[src/rtl/prog_clk_div.sv]
// Programmable clock-enable / square-wave generator: runtime-loadable period and
// high time, one-cycle tick at each period start, config via valid/ready shadow.
module prog_clk_div #(
   parameter int          CNT_W      = 27,
   parameter int unsigned DEF_PERIOD = 100_000_000,
   parameter int unsigned DEF_HIGH   = 50_000_000
) (
   input  logic             clk,
   input  logic             rst_n,
   input  logic             en,
   input  logic             sync,
   input  logic             cfg_valid,
   output logic             cfg_ready,
   input  logic [CNT_W-1:0] cfg_period,
   input  logic [CNT_W-1:0] cfg_high,
   output logic             clk_out,
   output logic             tick,
   output logic [CNT_W-1:0] phase
);

   localparam logic [CNT_W-1:0] MIN_PER  = CNT_W'(2);
   localparam logic [CNT_W-1:0] RST_PER  = (DEF_PERIOD < 2) ? MIN_PER : CNT_W'(DEF_PERIOD);
   localparam logic [CNT_W-1:0] RST_HIGH = CNT_W'(DEF_HIGH);

   logic [CNT_W-1:0] per_act;
   logic [CNT_W-1:0] high_act;
   logic [CNT_W-1:0] per_sh;
   logic [CNT_W-1:0] high_sh;
   logic             pending;

   logic             wrap;
   logic             accept;
   logic [CNT_W-1:0] phase_inc;
   logic [CNT_W-1:0] high_new;
   logic [CNT_W-1:0] per_clamped;

   // >= rather than == so a period shrunk while frozen still wraps on the next enabled edge
   assign wrap        = (en && (phase >= per_act - CNT_W'(1))) || sync;
   assign accept      = cfg_valid && !pending;
   assign phase_inc   = phase + CNT_W'(1);
   assign high_new    = pending ? high_sh : high_act;
   assign per_clamped = (cfg_period < MIN_PER) ? MIN_PER : cfg_period;
   assign cfg_ready   = !pending;

   always_ff @(posedge clk or negedge rst_n) begin
      if (!rst_n) begin
         per_act  <= RST_PER;
         high_act <= RST_HIGH;
         per_sh   <= RST_PER;
         high_sh  <= RST_HIGH;
         pending  <= 1'b0;
         phase    <= RST_PER - CNT_W'(1);
         clk_out  <= 1'b0;
         tick     <= 1'b0;
      end else begin
         if (wrap) begin
            phase   <= '0;
            tick    <= 1'b1;
            clk_out <= (high_new != '0);
            if (pending) begin
               per_act  <= per_sh;
               high_act <= high_sh;
               pending  <= 1'b0;
            end
         end else if (en) begin
            phase   <= phase_inc;
            tick    <= 1'b0;
            clk_out <= (phase_inc < high_act);
         end else begin
            tick <= 1'b0;
            if (pending) begin
               per_act  <= per_sh;
               high_act <= high_sh;
               pending  <= 1'b0;
            end
         end
         // accept only happens with pending clear, so this never races the apply above
         if (accept) begin
            per_sh  <= per_clamped;
            high_sh <= cfg_high;
            pending <= 1'b1;
         end
      end
   end

endmodule

[config.mk]
export PLATFORM = sky130hd
export DESIGN_NAME = prog_clk_div
export DESIGN_NICKNAME = d
export VERILOG_FILES = /design/src/rtl/prog_clk_div.sv
export SDC_FILE = /design/constraint.sdc
export NUM_CORES = 1
export LEC_CHECK = 0
export CAP_MARGIN = 0
export CORE_MARGIN = 8
export CORE_UTILIZATION = 57
export CTS_CLUSTER_SIZE = 20
export DETAILED_ROUTE_END_ITERATION = 10
export PLACE_DENSITY = 0.84
export SLEW_MARGIN = 15
export SYNTH_ARGS = -nofsm -noshare
export SYNTH_HDL_FRONTEND = slang
export SYNTH_SLANG_ARGS = --single-unit
[constraint.sdc]
create_clock -name clk -period 5.25 [get_ports clk]
set_clock_uncertainty 0.2 [all_clocks]
set_input_delay 1.05 -clock clk [delete_from_list [all_inputs] [get_ports clk]]
set_output_delay 1.05 -clock clk [all_outputs]
set_load 0.02 [all_outputs]
=== Word level (Yosys, flattened, before mapping) ===
Index checks and enable logic that the tools add are counted.

* Add/sub/neg operators: 2
* Magnitude comparators: 3
* Equal/unequal tests: 2
* Mux-type cells: 15
* Reduce and logical (&&, ||, !) cells: 6

{| class="wikitable"
|+ Operators with widths
! operator !! count
|-
| $mux 27 || 9
|-
| $add 27x1->27 const B || 1
|-
| $ge 27x27->1 || 1
|-
| $lt 27x2->1 const B || 1
|-
| $lt 27x27->1 || 1
|-
| $reduce_bool 27->1 || 1
|-
| $sub 27x1->27 const B || 1
|-
| $mux 1 || 6
|-
| $ne 3x1->1 const B || 1
|-
| $logic_and 1x1->1 || 2
|-
| $ne 2x1->1 const B || 1
|-
| $reduce_bool 2->1 || 1
|-
| $logic_not 1->1 || 1
|-
| $logic_or 1x1->1 || 1
|}

* Flip-flop bits (word level): 138
* Bits of input ports: 59
* Output and inout bits: 30
* Word-level logic and storage cells: 36

=== Logic depth before layout (Yosys ltp) ===
Gate-level depths: netlist (run 1).

* Depth in word-level cells: 6
* Mapped depth: 17

=== Worst setup path before layout (run 1) ===
OpenSTA, ideal clock, no wires.

* Path type: flip-flop to flip-flop
* Start point: reg per_act[5]
* End point: reg high_act[0]
* Library setup time: 125 ps
* Arrival time: 3810 ps
* Slack: 1115 ps
* Stages on the path, launching flop included: 16
* Buffers on the path: 2
* Cell sequence: dfrtp_1 -> or4_4 -> or4_4 -> nor2b_2 -> nand2_1 -> nor4_2 -> xnor2_1 -> ha_1 -> and4_1 -> nand4_2 -> a2111oi_4 -> nor3_4 -> a21o_1 -> buf_6 -> buf_6 -> mux2_4

* Longest elaborated chain between the ends: 5
* Elaborated cells between the ends (all ways): 6
* Those cells by class: 1 x add/sub; 1 x order compare; 1 x eq/ne; 1 x mux; 2 x reduce/logical

{| class="wikitable"
|+ Ends and longest elaborated chain
! what !! line !! source
|-
| start: declaration || 25 || <nowiki>logic [CNT_W-1:0] per_act;</nowiki>
|-
| start signal: assignment || 61 || <nowiki>per_act <= per_sh;</nowiki>
|-
| start signal: assignment || 72 || <nowiki>per_act <= per_sh;</nowiki>
|-
| $sub 27x1->27 * || 38 || <nowiki>assign wrap = (en && (phase >= per_act - CNT_W'(1))) || sync;</nowiki>
|-
| $ge 27x27->1 * || 38 ||
|-
| $logic_and 1x1->1 * || 38 ||
|-
| $logic_or 1x1->1 * || 38 ||
|-
| $ne 2x1->1 (no source line) / $mux 27 (equally long branches) || n/a ||
|-
| end signal: assignment || 62 || <nowiki>high_act <= high_sh;</nowiki>
|-
| end signal: assignment || 73 || <nowiki>high_act <= high_sh;</nowiki>
|-
| end: declaration || 26 || <nowiki>logic [CNT_W-1:0] high_act;</nowiki>
|}

Every way passes the cells marked *; elsewhere a longest branch is shown, timed or not.
A chain may end at the register's enable or synchronous reset.

=== Worst setup path in the final report (run 1) ===
* Start point: reg per_act[5]
* End point: reg per_act[2]

* Longest elaborated chain between the ends: 5
* Elaborated cells between the ends (all ways): 6
* Those cells by class: 1 x add/sub; 1 x order compare; 1 x eq/ne; 1 x mux; 2 x reduce/logical

{| class="wikitable"
|+ Ends and longest elaborated chain
! what !! line
|-
| $sub 27x1->27 * || 38
|-
| $ge 27x27->1 * || 38
|-
| $logic_and 1x1->1 * || 38
|-
| $logic_or 1x1->1 * || 38
|-
| $ne 2x1->1 (no source line) / $mux 27 (equally long branches) || n/a
|}

Marked as above.

==> run_summary.xml, run 1 <==
<?xml version="1.0" encoding="UTF-8"?>
<metrics>
  <group name="placement">
    <metric name="placed_cell_area" unit="um^2">9020</metric>
    <metric name="gp_congestion" unit="">0.843</metric>
    <metric name="port_buffers" unit="">88</metric>
    <metric name="post-dp-hpwl" unit="mm">14.5</metric>
    <metric name="placed_cells" unit="">938</metric>
  </group>
  <group name="grt">
    <metric name="use_met1" unit="%">27.9</metric>
    <metric name="global_route.usage.total" unit="%">22.6</metric>
    <metric name="grt_pass1_vias" unit="">6270</metric>
    <metric name="top_usage_layer" unit="">met2</metric>
    <metric name="grt_start_max_net_pins" unit="">73</metric>
    <metric name="use_met2" unit="%">37.5</metric>
    <metric name="grt_use_met3" unit="%">4.34</metric>
    <metric name="globalRouteOverflowTotal" unit="">0</metric>
    <metric name="number_of_antenna_violations_at_the_first_check_in_global_routing" unit="">0</metric>
    <metric name="grt_pass1_wl" unit="mm">32.1</metric>
  </group>
  <group name="min_path">
    <metric name="worst_hold_class" unit="">reg -&gt; reg</metric>
  </group>
  <group name="routing">
    <metric name="detail_route.drc_violations" unit="">0</metric>
    <metric name="vias_per_cell" unit="">6.07</metric>
    <metric name="drt_wl_total" unit="mm">19.6</metric>
    <metric name="drt_first_iter_violations" unit="">547</metric>
    <metric name="dr.pass1.iters" unit="">5</metric>
    <metric name="vias" unit="">5885</metric>
    <metric name="detail-route-antenna-nets" unit="">0</metric>
    <metric name="wl_per_cell" unit="um">20.2</metric>
  </group>
  <group name="setup_path">
    <metric name="cp_data_arrival_time" unit="ns">4.68</metric>
    <metric name="crit_path_start_kind" unit="">register</metric>
    <metric name="critPathMaxFanout" unit="">27</metric>
    <metric name="worst-setup-path-type" unit="">reg -&gt; reg</metric>
    <metric name="timing.critical_path.required" unit="ns">5.35</metric>
    <metric name="critical_path.endpoint_type" unit="">register</metric>
  </group>
  <group name="clock_network">
    <metric name="worst_skew_pair.late_latency" unit="ns">0.43</metric>
    <metric name="ctsHoldBuffers" unit="">0</metric>
    <metric name="root_buffer" unit="">clkbuf_16</metric>
    <metric name="clk_pin_slew" unit="ns">0.05</metric>
    <metric name="cts_inserted_buffers" unit="">17</metric>
    <metric name="tritoncts_num_sinks" unit="">138</metric>
    <metric name="cts.path.max_buffers" unit="">2</metric>
    <metric name="cts.repair.resized" unit="">0</metric>
    <metric name="postCtsSetupRepairBufs" unit="">0</metric>
    <metric name="clock_tree.htree_level_count" unit="">4</metric>
    <metric name="clock_tree_from_tritoncts" unit="">built</metric>
  </group>
  <group name="die">
    <metric name="core-area" unit="um^2">13800</metric>
    <metric name="die-width" unit="um">134</metric>
    <metric name="top_level_ports" unit="">89</metric>
    <metric name="floorplan.initialDensity" unit="%">58.0</metric>
    <metric name="die_height" unit="um">134</metric>
    <metric name="dieArea" unit="um^2">18100</metric>
    <metric name="rows" unit="">43</metric>
  </group>
  <group name="layout">
    <metric name="final_net_count" unit="">891</metric>
    <metric name="finish.instance_area" unit="um^2">9560</metric>
    <metric name="final_cell_count_no_fill" unit="">969</metric>
    <metric name="insertedDiodeCount" unit="">0</metric>
    <metric name="final_core_util" unit="%">69.4</metric>
    <metric name="area.growth.synth_to_final" unit="%">19.6</metric>
    <metric name="most-common-layout-cells" unit="">clkdlybuf4s50_1 (87), dfrtp_1 (71), dfstp_2 (67)</metric>
    <metric name="post_route_cells_drive_above_1_share" unit="%">27.5</metric>
    <metric name="most_common_library_cell_in_the_layout_ignoring_fill_and_taps" unit="">clkdlybuf4s50_1</metric>
  </group>
  <group name="logic_synthesis">
    <metric name="netlist_area" unit="um^2">7990</metric>
    <metric name="synth-simple-area-share" unit="%">13.6</metric>
    <metric name="synth_area_leader_cell" unit="">dfrtp_1</metric>
    <metric name="synth_enable_flop_cells" unit="">0</metric>
    <metric name="parity_gate_share_of_the_synthesized_area_counting_xor_and_xnor_cells" unit="%">5.48</metric>
    <metric name="synth_cell_type_count" unit="">60</metric>
    <metric name="post_synthesis_sequential_element_count" unit="">138</metric>
    <metric name="dominant_combinational_cell_family_by_area_after_synthesis" unit="">multiplexers</metric>
    <metric name="mean_instance_size_in_the_synthesized_netlist" unit="um^2">11.6</metric>
    <metric name="postSynth.topFlopCell" unit="">dfrtp_1</metric>
    <metric name="syn-num-nets" unit="">802</metric>
    <metric name="mapped_cells" unit="">688</metric>
    <metric name="synth.top_cell.area_share" unit="%">22.2</metric>
    <metric name="synth.top_cells.by_area" unit="">dfrtp_1 (22%), dfstp_2 (22%), mux2_4 (9.2%), ha_1 (8.6%), mux2_2 (7.5%)</metric>
    <metric name="ys_async_sr_fraction" unit="%">100</metric>
    <metric name="synth_compound_gate_area_share" unit="%">7.17</metric>
    <metric name="seq_area_frac_synth" unit="%">44.3</metric>
    <metric name="post_synth_mux_area_share" unit="%">17.4</metric>
    <metric name="synth_adder_area_share" unit="%">8.61</metric>
    <metric name="yosysWarningCount" unit="">0</metric>
  </group>
  <group name="sta">
    <metric name="slew_headroom" unit="%">37.9</metric>
    <metric name="layout_min_cycle_time" unit="ns">4.58</metric>
    <metric name="fmax" unit="GHz">0.218</metric>
    <metric name="timing.final.hold_violations" unit="">0</metric>
    <metric name="max_slew.worst_pin.slew" unit="ns">0.923</metric>
    <metric name="final_max_slew_viol_count" unit="">0</metric>
    <metric name="finalCritPeriodShare" unit="%">87.3</metric>
    <metric name="final.setup.tns" unit="ns">0</metric>
    <metric name="setup_viol" unit="">0</metric>
    <metric name="rsz0062_at_grt" unit="">no</metric>
  </group>
  <group name="run_status">
    <metric name="run_status" unit="">finished, final reports clean</metric>
  </group>
  <group name="power_and_ir_drop">
    <metric name="sw_frac_of_total" unit="%">28.9</metric>
    <metric name="irDropWorstVdd" unit="mV">0.240</metric>
    <metric name="power_frac_seq" unit="%">45.6</metric>
    <metric name="power.density_cell_area" unit="nW/um^2">373</metric>
    <metric name="total_switching_power" unit="mW">1.03</metric>
    <metric name="static-leakage-power" unit="nW">4.09</metric>
    <metric name="power.total" unit="mW">3.56</metric>
    <metric name="internal_power" unit="mW">2.53</metric>
    <metric name="pwr-share-clk" unit="%">31.0</metric>
    <metric name="pwr-share-comb" unit="%">23.4</metric>
  </group>
  <group name="job">
    <metric name="max_cap_viols" unit="">0</metric>
  </group>
</metrics>
==> critical path: stages, from the launching register on <==
cell and delay (ns):
dfrtp_1 0.45, or4_4 0.59, or4_4 0.48, nor2b_2 0.17
nand2_1 0.10, nor4_2 0.22, xnor2_1 0.11, ha_1 0.33
and4_1 0.24, nand4_2 0.18, a2111oi_4 0.44, nor3_4 0.08
a21o_2 0.21, buf_4 0.28, mux2_1 0.37
==> cell type report <==
class / instances / area (um^2)
inverter: 34 / 128
tap: 180 / 225
clock inverter: 3 / 40.0
multi-input combinational: 489 / 4190
fill: 1003 / 4220
clock buffer: 28 / 497
timing repair buffer: 97 / 946
sequential: 138 / 3540
==> flip-flops by register name (all words and copies together) (netlist names) <==
| name | cells |
|---|---|
| phase | 27 |
| pending | 1 |
| per_sh | 27 |
| clk_out | 1 |
| tick | 1 |
| per_act | 27 |
| high_sh | 27 |
| high_act | 27 |
==> kinds of logic (layout without fill, tap and decap cells) <==
family	Yosys count	after routing
AOI/OAI and AO/OA	84	84
buffers and inverters	61	162
adders and majority gates	55	55
DFF	138	138
and+or+nand+nor	193	193
muxes	107	107
xor gates and xnor gates	50	50
==> layer usage <==
metal  share of wire (%)  vias up  wire length, um
li1                    -     2681                -
met1                  42     2958             8170
met2                  50      199             9850
met3                 5.4       47             1070
met4                 2.7        0              534
met5                   0        -                0
==> through the flow <==
step           worst slack (ns)  hold slack (ns)
2_1_floorplan              1.12            0.254
3_3_place_gp              0.909            0.278
3_5_place_dp              0.749            0.292
4_1_cts                   0.665            0.313
5_1_grt                   0.384            0.324
6_report                  0.669            0.311
==> power by group through the flow <==
stage | Clock (mW) | Sequential [mW] | Combinational [mW]
5_1_grt | 1.17 | 1.65 | 0.917
2_1_floorplan | 0 | 1.54 | 0.633
4_1_cts | 1.12 | 1.62 | 0.834
6_report | 1.10 | 1.62 | 0.834
3_5_place_dp | 0 | 1.63 | 0.828
3_3_place_gp | 0 | 1.61 | 0.771
==> Yosys cell counts (14+ instances only) <==
cell type,count
a21oi_1,27
clkbuf_1,16
dfrtp_1,71
dfstp_2,67
ha_1,55
inv_1,34
mux2_2,53
mux2_4,49
nand2_1,41
nand3_1,31
nor2_1,24
nor3_1,16
nor4_1,21
o21ai_0,14
xnor2_1,35
xor2_1,15
==> worst paths after layout <==
kind,cells after the start,slack [ns],end,startpoint
worst max-delay path,14,0.67,per_act[2],per_act[5]
max in group asynchronous,2,3.27,per_act[13],rst_n
worst min-delay path,1,0.31,high_act[26],high_act[26]
min in group asynchronous,1,0.55,high_sh[18],rst_n
worst min register to register,1,0.31,high_act[26],high_act[26]
worst max register to register,14,0.67,per_act[2],per_act[5]
Power figures use the tool's default switching activity.
==> run 2: changes to the inputs <==
--- a/config.mk
+++ b/config.mk
@@ -10,7 +10,7 @@
 export CORE_UTILIZATION = 57
 export CTS_CLUSTER_SIZE = 20
 export DETAILED_ROUTE_END_ITERATION = 10
-export PLACE_DENSITY = 0.84
+export PLACE_DENSITY = 0.82
 export SLEW_MARGIN = 15
 export SYNTH_ARGS = -nofsm -noshare
 export SYNTH_HDL_FRONTEND = slang
==> run_summary.xml, run 2 (synthesis results as in run 1) <==
<?xml version="1.0" encoding="UTF-8"?>
<metrics>
  <group name="layout">
    <metric name="most_common_library_cell_in_the_layout_ignoring_fill_and_taps" unit="">clkdlybuf4s50_1</metric>
    <metric name="post_route_cells_drive_above_1_share" unit="%">28.4</metric>
    <metric name="area.growth.synth_to_final" unit="%">20.9</metric>
    <metric name="final_cell_count_no_fill" unit="">970</metric>
    <metric name="num-fill-cells" unit="">968</metric>
    <metric name="most-common-layout-cells" unit="">clkdlybuf4s50_1 (87), dfrtp_1 (71), dfstp_2 (67)</metric>
    <metric name="insertedDiodeCount" unit="">0</metric>
    <metric name="final_net_count" unit="">891</metric>
  </group>
  <group name="die">
    <metric name="rows" unit="">43</metric>
    <metric name="dieArea" unit="um^2">18100</metric>
    <metric name="core-area" unit="um^2">13800</metric>
    <metric name="floorplan.initialDensity" unit="%">58.0</metric>
    <metric name="top_level_ports" unit="">89</metric>
    <metric name="die_height" unit="um">134</metric>
    <metric name="die-width" unit="um">134</metric>
  </group>
  <group name="placement">
    <metric name="post-dp-hpwl" unit="mm">14.1</metric>
    <metric name="port_buffers" unit="">88</metric>
    <metric name="placed_cells" unit="">938</metric>
    <metric name="gp_congestion" unit="">0.861</metric>
  </group>
  <group name="setup_path">
    <metric name="cpLargestDelayFamily" unit="">simple AND/OR/NAND/NOR gates</metric>
    <metric name="crit_path_start_kind" unit="">register</metric>
    <metric name="regToRegStartpoint" unit="">per_act[5]</metric>
    <metric name="path_depth" unit="">13</metric>
    <metric name="crit_end" unit="">high_act[26]</metric>
    <metric name="critical-path-max-stage-delay" unit="ns">0.60</metric>
    <metric name="cp_data_arrival_time" unit="ns">4.77</metric>
    <metric name="critical_path.cell_chain" unit="">or4_4, nor4_2, nand3_1, nor3_1, xnor2_1, ha_1, and4_1, nand4_2, a2111oi_4, nor3_4, a21o_2, buf_12, mux2_1</metric>
    <metric name="worst-setup-path-type" unit="">reg -&gt; reg</metric>
    <metric name="cp_max_delay_cell" unit="">or4_4</metric>
    <metric name="critPathMaxFanout" unit="">54</metric>
    <metric name="critical_path_buf_inv_count" unit="">1</metric>
    <metric name="setup.reg_to_reg.worst_slack" unit="ns">0.59</metric>
    <metric name="timing.critical_path.required" unit="ns">5.36</metric>
    <metric name="critical_path.endpoint_type" unit="">register</metric>
    <metric name="worstRegToRegCells" unit="">13</metric>
    <metric name="critical_path.reg2reg.endpoint" unit="">high_act[26]</metric>
    <metric name="cp-startpoint" unit="">per_act[5]</metric>
  </group>
  <group name="routing">
    <metric name="dr.pass1.iters" unit="">5</metric>
    <metric name="vias_per_cell" unit="">5.94</metric>
    <metric name="vias" unit="">5759</metric>
    <metric name="detail_route.drc_violations" unit="">0</metric>
    <metric name="met2WireLength" unit="mm">9.85</metric>
    <metric name="detail-route-antenna-nets" unit="">0</metric>
    <metric name="wl_per_cell" unit="um">20.0</metric>
    <metric name="drt_wl_total" unit="mm">19.4</metric>
    <metric name="drt_first_iter_violations" unit="">467</metric>
    <metric name="detailroute.wirelength.met3" unit="mm">1.01</metric>
    <metric name="wl_met1" unit="mm">8.19</metric>
    <metric name="highest-signal-layer" unit="">met4</metric>
  </group>
  <group name="clock_network">
    <metric name="cts_inserted_buffers" unit="">17</metric>
    <metric name="worst_skew_pair.late_latency" unit="ns">0.42</metric>
    <metric name="clock_tree_from_tritoncts" unit="">built</metric>
    <metric name="cts.path.max_buffers" unit="">2</metric>
    <metric name="clk_pin_slew" unit="ns">0.06</metric>
    <metric name="clock_tree.htree_level_count" unit="">4</metric>
    <metric name="cts.repair.resized" unit="">0</metric>
    <metric name="postCtsSetupRepairBufs" unit="">0</metric>
    <metric name="tritoncts_num_sinks" unit="">138</metric>
    <metric name="root_buffer" unit="">clkbuf_16</metric>
    <metric name="ctsHoldBuffers" unit="">0</metric>
  </group>
  <group name="sta">
    <metric name="rsz0062_at_grt" unit="">no</metric>
    <metric name="max_slew.worst_pin.slew" unit="ns">0.962</metric>
    <metric name="finalCritPeriodShare" unit="%">88.8</metric>
    <metric name="timing.final.hold_violations" unit="">0</metric>
    <metric name="final.hold.worst_slack" unit="ns">0.301</metric>
    <metric name="final_max_slew_viol_count" unit="">0</metric>
    <metric name="final.setup.tns" unit="ns">0</metric>
    <metric name="slew_headroom" unit="%">35.9</metric>
    <metric name="setup_viol" unit="">0</metric>
    <metric name="fmax" unit="GHz">0.214</metric>
    <metric name="layout_min_cycle_time" unit="ns">4.66</metric>
  </group>
  <group name="min_path">
    <metric name="worst_hold_class" unit="">reg -&gt; reg</metric>
    <metric name="worst_hold_path.num_cells" unit="">1</metric>
  </group>
  <group name="grt">
    <metric name="grt_pass1_vias" unit="">6179</metric>
    <metric name="global_route.usage.total" unit="%">22.2</metric>
    <metric name="grt_start_max_net_pins" unit="">78</metric>
    <metric name="grt_pass1_wl" unit="mm">31.7</metric>
    <metric name="number_of_antenna_violations_at_the_first_check_in_global_routing" unit="">0</metric>
    <metric name="globalRouteOverflowTotal" unit="">0</metric>
  </group>
  <group name="job">
    <metric name="max_cap_viols" unit="">0</metric>
  </group>
  <group name="power_and_ir_drop">
    <metric name="irDropWorstVdd" unit="mV">0.227</metric>
    <metric name="power.density_cell_area" unit="nW/um^2">384</metric>
    <metric name="static-leakage-power" unit="nW">4.14</metric>
  </group>
  <group name="run_status">
    <metric name="run_status" unit="">finished, final reports clean</metric>
  </group>
</metrics>
==> run 2: final cells by class <==
| cell class | count | area (um^2) | area share, % |
|---|---|---|---|
| repair buffers | 97 | 958 | 9.92 |
| clock buffers | 23 | 488 | 5.05 |
| multi-input cells | 489 | 4190 | 43.3 |
| flip-flops and latches | 138 | 3540 | 36.6 |
| well taps | 180 | 225 | 2.33 |
| clock inverters | 9 | 136 | 1.41 |
| inverters | 34 | 128 | 1.32 |
==> run 2: where the power goes <==
part	internal (mW)	switching, mW
Clock	0.800	0.455
Combinational	0.476	0.355
Sequential	1.37	0.249
==> run 2: metal layers <==
layer  up-vias  GRT usage [%]
li1       2692              -
met1      2862           27.0
met2       172           38.0
met3        33           4.79
met4         0           8.17
met5         -              0
==> run 2: worst min-delay path by stage <==
stage	slack, ns	start	end
2_1_floorplan	0.25	per_sh[2]	per_act[2]
3_3_place_gp	0.28	high_act[26]	high_act[26]
3_5_place_dp	0.29	high_act[26]	high_act[26]
4_1_cts	0.30	high_act[26]	high_act[26]
5_1_grt	0.31	high_act[26]	high_act[26]
6_report	0.30	per_sh[17]	per_act[17]
==> run 2: through the flow <==
| step | worst slack, ns | utilization (%) | power [mW] | cell area, um^2 |
|---|---|---|---|---|
| after floorplan | 1.12 | - | 2.17 | 7990 |
| after CTS | 0.607 | 70.1 | 3.72 | 9660 |
| after global placement | 0.939 | 65.6 | 2.39 | 9030 |
| final | 0.587 | 70.1 | 3.71 | 9660 |
| after global routing | 0.356 | 70.1 | 3.88 | 9660 |
| after detailed placement | 0.736 | 65.6 | 2.45 | 9030 |
==> run 2: worst reg2reg max path, delay by kind of cell (launching register included) <==
kind                       cells  cell delay, ns
xor gates and xnor gates       1            0.15
buffers and inverters          1            0.22
and+or+nand+nor                7            2.16
adders and majority gates      1            0.31
AOI/OAI and AO/OA              2            0.66
DFF                            1            0.43
muxes                          1            0.41
